### src/rtl/lock_controller_if.sv
// Signal bundle between the canal-lock sequencer and the gondola/gate environment.
// The controller takes the slave side; the environment or bench takes the master side.
interface lock_controller_if #(
  parameter int LEVEL_W = 4
);
  logic               arriveLeft;
  logic               arriveRight;
  logic               inChamber;
  logic               crossed;
  logic               openLeft;
  logic               openRight;
  logic [LEVEL_W-1:0] level;
  logic               filling;
  logic               draining;
  logic               waitL;
  logic               waitR;

  modport master (
    output arriveLeft, arriveRight, inChamber, crossed,
    input  openLeft, openRight, level, filling, draining, waitL, waitR
  );

  modport slave (
    input  arriveLeft, arriveRight, inChamber, crossed,
    output openLeft, openRight, level, filling, draining, waitL, waitR
  );
endinterface

### src/rtl/lock_controller.sv
// Canal-lock sequencer: latches gondola requests at both sides, runs the chamber
// fill/drain counter and requests a gate opening only when the water level matches.
module lock_controller #(
  parameter int LEVEL_MAX = 8,
  parameter int LEVEL_W   = 4
) (
  input  logic             clk,
  input  logic             reset,
  lock_controller_if.slave bus
);

  localparam logic [2:0] ST_LOW    = 3'd0;
  localparam logic [2:0] ST_OPEN_L = 3'd1;
  localparam logic [2:0] ST_FILL   = 3'd2;
  localparam logic [2:0] ST_HIGH   = 3'd3;
  localparam logic [2:0] ST_OPEN_R = 3'd4;
  localparam logic [2:0] ST_DRAIN  = 3'd5;

  localparam logic [LEVEL_W-1:0] LVL_ZERO = {LEVEL_W{1'b0}};
  localparam logic [LEVEL_W-1:0] LVL_ONE  = {{(LEVEL_W-1){1'b0}}, 1'b1};
  localparam logic [LEVEL_W-1:0] LVL_MAX  = LEVEL_W'(LEVEL_MAX);
  localparam logic [LEVEL_W-1:0] LVL_TOP  = LVL_MAX - LVL_ONE;

  logic [2:0]         state_r;
  logic [2:0]         state_s;
  logic [LEVEL_W-1:0] level_r;
  logic [LEVEL_W-1:0] level_s;
  logic               wait_l_r;
  logic               wait_l_s;
  logic               wait_r_r;
  logic               wait_r_s;
  logic               enter_open_l_s;
  logic               enter_open_r_s;
  logic               open_left_r;
  logic               open_right_r;
  logic               filling_r;
  logic               draining_r;

  // Next state and chamber level; the level only moves in FILL/DRAIN and clamps at the marks
  always_comb begin
    state_s = state_r;
    level_s = level_r;
    case (state_r)
      ST_LOW: begin
        if (bus.inChamber || wait_l_r) begin
          state_s = ST_OPEN_L;
        end else if (wait_r_r) begin
          state_s = ST_FILL;
        end else begin
          state_s = ST_LOW;
        end
      end
      ST_OPEN_L: begin
        if (bus.crossed) begin
          state_s = bus.inChamber ? ST_FILL : ST_LOW;
        end else begin
          state_s = ST_OPEN_L;
        end
      end
      ST_FILL: begin
        if (level_r < LVL_MAX) begin
          level_s = level_r + LVL_ONE;
        end else begin
          level_s = LVL_MAX;
        end
        if (level_r >= LVL_TOP) begin
          state_s = ST_HIGH;
        end else begin
          state_s = ST_FILL;
        end
      end
      ST_HIGH: begin
        if (bus.inChamber || wait_r_r) begin
          state_s = ST_OPEN_R;
        end else if (wait_l_r) begin
          state_s = ST_DRAIN;
        end else begin
          state_s = ST_HIGH;
        end
      end
      ST_OPEN_R: begin
        if (bus.crossed) begin
          state_s = bus.inChamber ? ST_DRAIN : ST_HIGH;
        end else begin
          state_s = ST_OPEN_R;
        end
      end
      ST_DRAIN: begin
        if (level_r > LVL_ZERO) begin
          level_s = level_r - LVL_ONE;
        end else begin
          level_s = LVL_ZERO;
        end
        if (level_r <= LVL_ONE) begin
          state_s = ST_LOW;
        end else begin
          state_s = ST_DRAIN;
        end
      end
      default: begin
        state_s = ST_LOW;
        level_s = LVL_ZERO;
      end
    endcase
  end

  // Sticky requests; the clear on the OPEN entry edge wins over a same-edge arrival
  always_comb begin
    enter_open_l_s = (state_s == ST_OPEN_L) && (state_r != ST_OPEN_L);
    enter_open_r_s = (state_s == ST_OPEN_R) && (state_r != ST_OPEN_R);
    if (enter_open_l_s) begin
      wait_l_s = 1'b0;
    end else begin
      wait_l_s = wait_l_r | bus.arriveLeft;
    end
    if (enter_open_r_s) begin
      wait_r_s = 1'b0;
    end else begin
      wait_r_s = wait_r_r | bus.arriveRight;
    end
  end

  // State, level, requests and registered Moore outputs decoded from the next state
  always_ff @(posedge clk or negedge reset) begin
    if (!reset) begin
      state_r      <= ST_LOW;
      level_r      <= LVL_ZERO;
      wait_l_r     <= 1'b0;
      wait_r_r     <= 1'b0;
      open_left_r  <= 1'b0;
      open_right_r <= 1'b0;
      filling_r    <= 1'b0;
      draining_r   <= 1'b0;
    end else begin
      state_r      <= state_s;
      level_r      <= level_s;
      wait_l_r     <= wait_l_s;
      wait_r_r     <= wait_r_s;
      open_left_r  <= (state_s == ST_OPEN_L);
      open_right_r <= (state_s == ST_OPEN_R);
      filling_r    <= (state_s == ST_FILL);
      draining_r   <= (state_s == ST_DRAIN);
    end
  end

  assign bus.openLeft  = open_left_r;
  assign bus.openRight = open_right_r;
  assign bus.level     = level_r;
  assign bus.filling   = filling_r;
  assign bus.draining  = draining_r;
  assign bus.waitL     = wait_l_r;
  assign bus.waitR     = wait_r_r;

endmodule

### src/flat_wrapper.sv
// flat-port wrapper written by rule: the top's interface ports become plain ports
module lock_controller_flat 
#(
  parameter int LEVEL_MAX = 8,
  parameter int LEVEL_W   = 4
)
  (clk, reset, bus_arriveLeft, bus_arriveRight, bus_inChamber, bus_crossed, bus_openLeft, bus_openRight, bus_level, bus_filling, bus_draining, bus_waitL, bus_waitR);
  lock_controller_if #(.LEVEL_W(LEVEL_W)) bus_i ();
  input  logic clk;
  input  logic reset;
  input wire logic [$bits(bus_i.arriveLeft)-1:0] bus_arriveLeft;
  input wire logic [$bits(bus_i.arriveRight)-1:0] bus_arriveRight;
  input wire logic [$bits(bus_i.inChamber)-1:0] bus_inChamber;
  input wire logic [$bits(bus_i.crossed)-1:0] bus_crossed;
  output wire logic [$bits(bus_i.openLeft)-1:0] bus_openLeft;
  output wire logic [$bits(bus_i.openRight)-1:0] bus_openRight;
  output wire logic [$bits(bus_i.level)-1:0] bus_level;
  output wire logic [$bits(bus_i.filling)-1:0] bus_filling;
  output wire logic [$bits(bus_i.draining)-1:0] bus_draining;
  output wire logic [$bits(bus_i.waitL)-1:0] bus_waitL;
  output wire logic [$bits(bus_i.waitR)-1:0] bus_waitR;
  assign bus_i.arriveLeft = bus_arriveLeft;
  assign bus_i.arriveRight = bus_arriveRight;
  assign bus_i.inChamber = bus_inChamber;
  assign bus_i.crossed = bus_crossed;
  assign bus_openLeft = bus_i.openLeft;
  assign bus_openRight = bus_i.openRight;
  assign bus_level = bus_i.level;
  assign bus_filling = bus_i.filling;
  assign bus_draining = bus_i.draining;
  assign bus_waitL = bus_i.waitL;
  assign bus_waitR = bus_i.waitR;
  lock_controller #(.LEVEL_MAX(LEVEL_MAX), .LEVEL_W(LEVEL_W)) u_core (.clk(clk), .reset(reset), .bus(bus_i));
endmodule
### config.mk
export PLATFORM = sky130hd
export DESIGN_NAME = lock_controller_flat
export DESIGN_NICKNAME = d
export VERILOG_FILES = /design/src/rtl/lock_controller_if.sv /design/src/rtl/lock_controller.sv /design/src/flat_wrapper.sv
export SDC_FILE = /design/constraint.sdc
export NUM_CORES = 1
export LEC_CHECK = 0
export CAP_MARGIN = 25
export CORE_UTILIZATION = 30
export CTS_BUF_LIST = sky130_fd_sc_hd__clkbuf_4 sky130_fd_sc_hd__clkbuf_8 sky130_fd_sc_hd__clkbuf_16
export CTS_CLUSTER_SIZE = 20
export DETAILED_ROUTE_END_ITERATION = 16
export HOLD_SLACK_MARGIN = 0.02
export PLACE_DENSITY = 0.49
export SYNTH_ARGS = -nofsm -noshare
export SYNTH_HDL_FRONTEND = slang
export SYNTH_SLANG_ARGS = --single-unit
### constraint.sdc
create_clock -name clk -period 1.8 [get_ports clk]
set_input_delay 0.36 -clock clk [delete_from_list [all_inputs] [get_ports clk]]
set_output_delay 0.36 -clock clk [all_outputs]
set_load 0.01 [all_outputs]
# Word-level counts from Yosys, hierarchy flattened

Cells that the tools add are included.

Register bits: 13
Input bits: 6
Output and inout port bits: 10

Add/subtract/negate cells: 2
Magnitude comparators: 4
Equality and inequality tests: 11
Mux-type cells: 16
Bitwise operators: 2
Reductions and logical operators: 6

Operators by type and width:

| operator                                                      | number |
|---|---|
| 2-to-1 mux 3 bit                                              | 7 |
| one-hot mux 3 bit (6 select lines)                            | 1 |
| equality test 3 bit, second input constant                    | 4 |
| one-hot mux 4 bit (3 select lines)                            | 1 |
| equality test 3 x 2 -> 1 bit, second input constant           | 3 |
| 2-to-1 mux 4 bit                                              | 2 |
| equality test 3 x 1 -> 1 bit, second input constant           | 2 |
| adder 4 x 1 -> 4 bit, second input constant                   | 1 |
| >= comparator 4 x 3 -> 1 bit, second input constant           | 1 |
| greater-than comparator 4 x 1 -> 1 bit, second input constant | 1 |
| <= comparator 4 x 1 -> 1 bit, second input constant           | 1 |
| less-than comparator 4 bit, second input constant             | 1 |
| 2-to-1 mux 2 bit                                              | 2 |
| OR reduction 4 bit                                            | 1 |
| subtractor 4 x 1 -> 4 bit, second input constant              | 1 |
| zero test 3 bit                                               | 1 |
| 2-to-1 mux 1 bit                                              | 3 |
| inequality test 3 x 1 -> 1 bit, second input constant         | 1 |
| inequality test 3 bit, second input constant                  | 1 |
| logical AND 1 bit                                             | 2 |
| logical OR 1 bit                                              | 2 |
| OR 1 bit                                                      | 2 |

# Logic depth before layout (Yosys ltp)

Depth in word-level cells: 6
Mapped depth: 7
Mapped depth without buffers: 7

# Worst setup path after synthesis

No wires, ideal clock.

Kind: register to register
Start point: reg u_core.level_r[0], in the netlist u_core.bus.level[0]
End point: reg u_core.filling_r, in the netlist u_core.bus.filling
Arrival time: 1.595 ns
Data required time: 1.681 ns
Path slack: 0.086 ns
Stages on the path, launching flop included: 7
Clock period less this slack: 1.714 ns
Cell sequence: dfrtp_1 > inv_1 > ha_1 > or2_2 > a311oi_1 > a311oi_2 > o21a_1

Longest elaborated chain between the ends: 4

Ends and longest elaborated chain:

| what                                                                         | line                                         | source |
|---|---|---|
| start: declaration                                                           | lock_controller.sv:26                        | `logic [LEVEL_W-1:0] level_r;` |
| start signal: assignment                                                     | lock_controller.sv:136                       | `level_r <= level_s;` |
| <= comparator 4 x 1 -> 1 bit or >= comparator 4 x 3 -> 1 bit (tied branches) | lock_controller.sv:94, lock_controller.sv:66 |  |
| 2-to-1 mux 3 bit or 2-to-1 mux 1 bit (tied branches)                         | lock_controller.sv:94, lock_controller.sv:66 |  |
| one-hot mux 3 bit (6 select lines) (*)                                       | lock_controller.sv:43                        | `case (state_r)` |
| equality test 3 x 2 -> 1 bit (*)                                             | lock_controller.sv:141                       | `filling_r <= (state_s == ST_FILL);` |
| end signal: assignment                                                       | lock_controller.sv:141                       |  |
| end: declaration                                                             | lock_controller.sv:36                        | `logic filling_r;` |

Mark *: on every way between the ends. The rest lies on a longest branch, timed or not.
A chain may end at the register's enable or synchronous reset.

# Final worst setup path

Start point: reg u_core.level_r[0], in the netlist u_core.bus.level[0]
End point: out bus_level[0]

RTL lines:

| what             | line               | source |
|---|---|---|
| end: declaration | flat_wrapper.sv:17 | `output wire logic [$bits(bus_i.level)-1:0] bus_level;` |

No word-level cell between the ends.

==> flow_summary.toml <==
[cts]
insertion_delay_ns = 0.27
hold_buffers = 0
cts-htree-levels = 1
tritoncts = "yes"
cts_setup_buffers = 0
cts_buffers = 3
root_buffer = "clkbuf_4"
clock_path_buffers = 2
cts.sinks = 13
clk_pin_slew_ns = 0.07
ctsResizeCount = 0

[floorplanning]
rows = 17
die_h_um = 52.6
die_area_um2 = 2770
coreArea_um2 = 2320
start_util_pct = 33.1
fp.dieW_um = 52.6
io_pins = 16

[cells_and_area]
drive_gt1_share_pct = 22.1
antenna_cells = 0
final_cell_area_um2 = 1030
num-nets-final = 114
fill_cells = 209
finalNonFillerCells = 132
syn_to_final_growth_pct = 34.2

[yosys]
syn-cell-area_um2 = 768
ys_types = 32
synth_async_sr_flop_share_pct = 100
synth_top_flop_cell = "dfrtp_1"
synth_seq_cells = 13
yosys_warnings = 0
ys_seq_area_share_pct = 42.3
syn_avg_cell_area_um2 = 9.48
syn-num-nets = 90
syn_inst = 81
synth_edf_count = 0

[placement]
hpwl_um = 1300
dp_cells = 128
post_dp_cell_area_um2 = 983
routabilityCongestion = 0.757
pre_cts_slack_ns = 0.00416
portBuffers = 15

[pwr]
vdd_drop_max_mv = 0.823
pwr-share-seq_pct = 32.3
p_sw_mw = 0.755
p_int_mw = 1.04
leakage_nw = 0.444
p_total_mw = 1.79
p_per_area_nw_per_um2 = 1740
combPwrFrac_pct = 57.4
switching_share_pct = 42.1
clkPwrFrac_pct = 10.4

[routing]
first_iter_violations = 7
ant_nets = 0
vias = 641
drt_drc_violations_left = 0
drt-wirelength-per-cell_um = 12.8
viasPerCell = 4.86
firstDrtPassIters = 4
drt_wl_total_um = 1690

[timing]
clock_skew_ns = 0.00105
min_period_ns = 1.68
worstMarginPinSlew_ns = 0.576
period_share_pct = 93.4
slew_headroom_pct = 61.5
setup_tns_ns = 0
worst_slack_ns = 0.119
finalSetupViolCount = 0
maxSlewViolCount = 0
hold_viol = 0
timing.fmax_mhz = 595
rsz0062_at_grt = "false"

[global_routing]
overflow = 0
grt_max_degree = 14
antenna_found_initial = 0
grt_pass1_vias = 595
grt_usage_pct = 13.4
grt_pass1_wl_um = 2660

[critical_path]
cp-start-kind = "flop"
regToRegSetupSlack_ns = 0.14
crit_start = "u_core.bus.level[0]$_DFFE_PN0N_"
rr_worst_depth = 6
critPathArrivalTime_ns = 1.32
r2r-start = "u_core.bus.level[0]$_DFFE_PN0N_"
crit_type = "flop to output pin"
critPathMaxFanout = 6
worstReg2RegEnd = "u_core.bus.filling$_DFF_PN0_"
crit_required_ns = 1.44
end_kind = "output pin"

[run]
max_cap_viol_count = 0

[hold_path]
holdCritPathClass = "input pin to async pin"

[status]
status = "completed"
## area by class of cell
type,instances,area (um2),area share (%)
clock buffer,4,30.0,2.91
inverter,8,30.0,2.91
multi-input combinational,58,415,40.3
sequential,13,325,31.6
tap,28,35.0,3.40
timing repair buffer,21,195,18.9
## per-layer routing
metal / global-route usage, % / part of all wire, % / routed length [um]
met1: 17.9 / 53 / 893
met2: 19.6 / 42 / 715
met3: 3.48 / 3.9 / 65
met4: 6.58 / 0.65 / 11
met5: 0 / 0 / 0
## how the worst max path moves through the flow
stage,endpoint,slack (ns),depth (start not counted)
2_1_floorplan,u_core.bus.filling$_DFF_PN0_,0.09,6
5_1_grt,u_core.bus.filling$_DFF_PN0_,0.01,6
3_3_place_gp,u_core.bus.filling$_DFF_PN0_,0.03,4
3_5_place_dp,u_core.bus.filling$_DFF_PN0_,0.004,5
4_1_cts,bus_level[0],0.09,2
6_report,bus_level[0],0.12,2
## cell usage after synthesis, types with 2 or more instances
| master | n | area share, % |
|---|---|---|
| inv_1 | 7 | 3.4 |
| nand2_1 | 6 | 2.9 |
| nor2_1 | 10 | 4.9 |
| a21oi_1 | 5 | 3.3 |
| buf_4 | 2 | 2.0 |
| nor3_1 | 3 | 2.0 |
| a31oi_1 | 4 | 3.3 |
| a221oi_1 | 2 | 2.3 |
| o21ai_1 | 4 | 2.6 |
| or2_2 | 2 | 1.6 |
| dfrtp_1 | 13 | 42 |
| ha_1 | 3 | 4.9 |
## through the flow
| stage | utilization, % | hold slack (ns) |
|---|---|---|
| 6_report | 44.5 | 0.445 |
| 2_1_floorplan | - | 0.0644 |
| 4_1_cts | 43.7 | 0.457 |
| 5_1_grt | 44.5 | 0.473 |
| 3_3_place_gp | 42.4 | 0.623 |
| 3_5_place_dp | 42.4 | 0.593 |
## state kept, by name, summed over array words and instances (netlist names)
| register | count |
|---|---|
| u_core.state_r | 3 |
| u_core.bus.filling | 1 |
| u_core.bus.level | 4 |
| u_core.bus.openLeft | 1 |
| u_core.bus.waitL | 1 |
| u_core.bus.draining | 1 |
| u_core.bus.openRight | 1 |
| u_core.bus.waitR | 1 |
## cells by family after synthesis
kind of cell	share of synthesized area, %
compound gates	24.8
fa+ha+maj	4.89
buf+inv	5.86
flops	42.3
mux	2.77
simple gates	19.4
## power by group through the flow
stage	clock [mW]	combinational (mW)	sequential, mW
after floorplan	0	0.556	0.595
after global placement	0	0.998	0.591
after detailed placement	0	0.990	0.579
after CTS	0.193	0.994	0.573
after global routing	0.211	1.14	0.598
final	0.186	1.03	0.579
## placed cells by master, fill, tap and decap left out, types with 2 or more instances in the layout
master           synthesis  layout
clkdlybuf4s50_1          0      15
dfrtp_1                 13      13
nor2_1                  10      10
inv_1                    7       7
nand2_1                  6       6
buf_4                    2       6
a21oi_1                  5       5
o21ai_1                  4       4
a31oi_1                  4       4
clkbuf_4                 0       4
nor3_1                   3       3
ha_1                     3       3
or2_2                    2       2
a221oi_1                 2       2
## worst max-delay path, stage by stage (launching register included)
cell and delay (ns):
dfrtp_1 0.38, buf_4 0.15, clkdlybuf4s50_1 0.53
(Power assumes the default switching activity.)
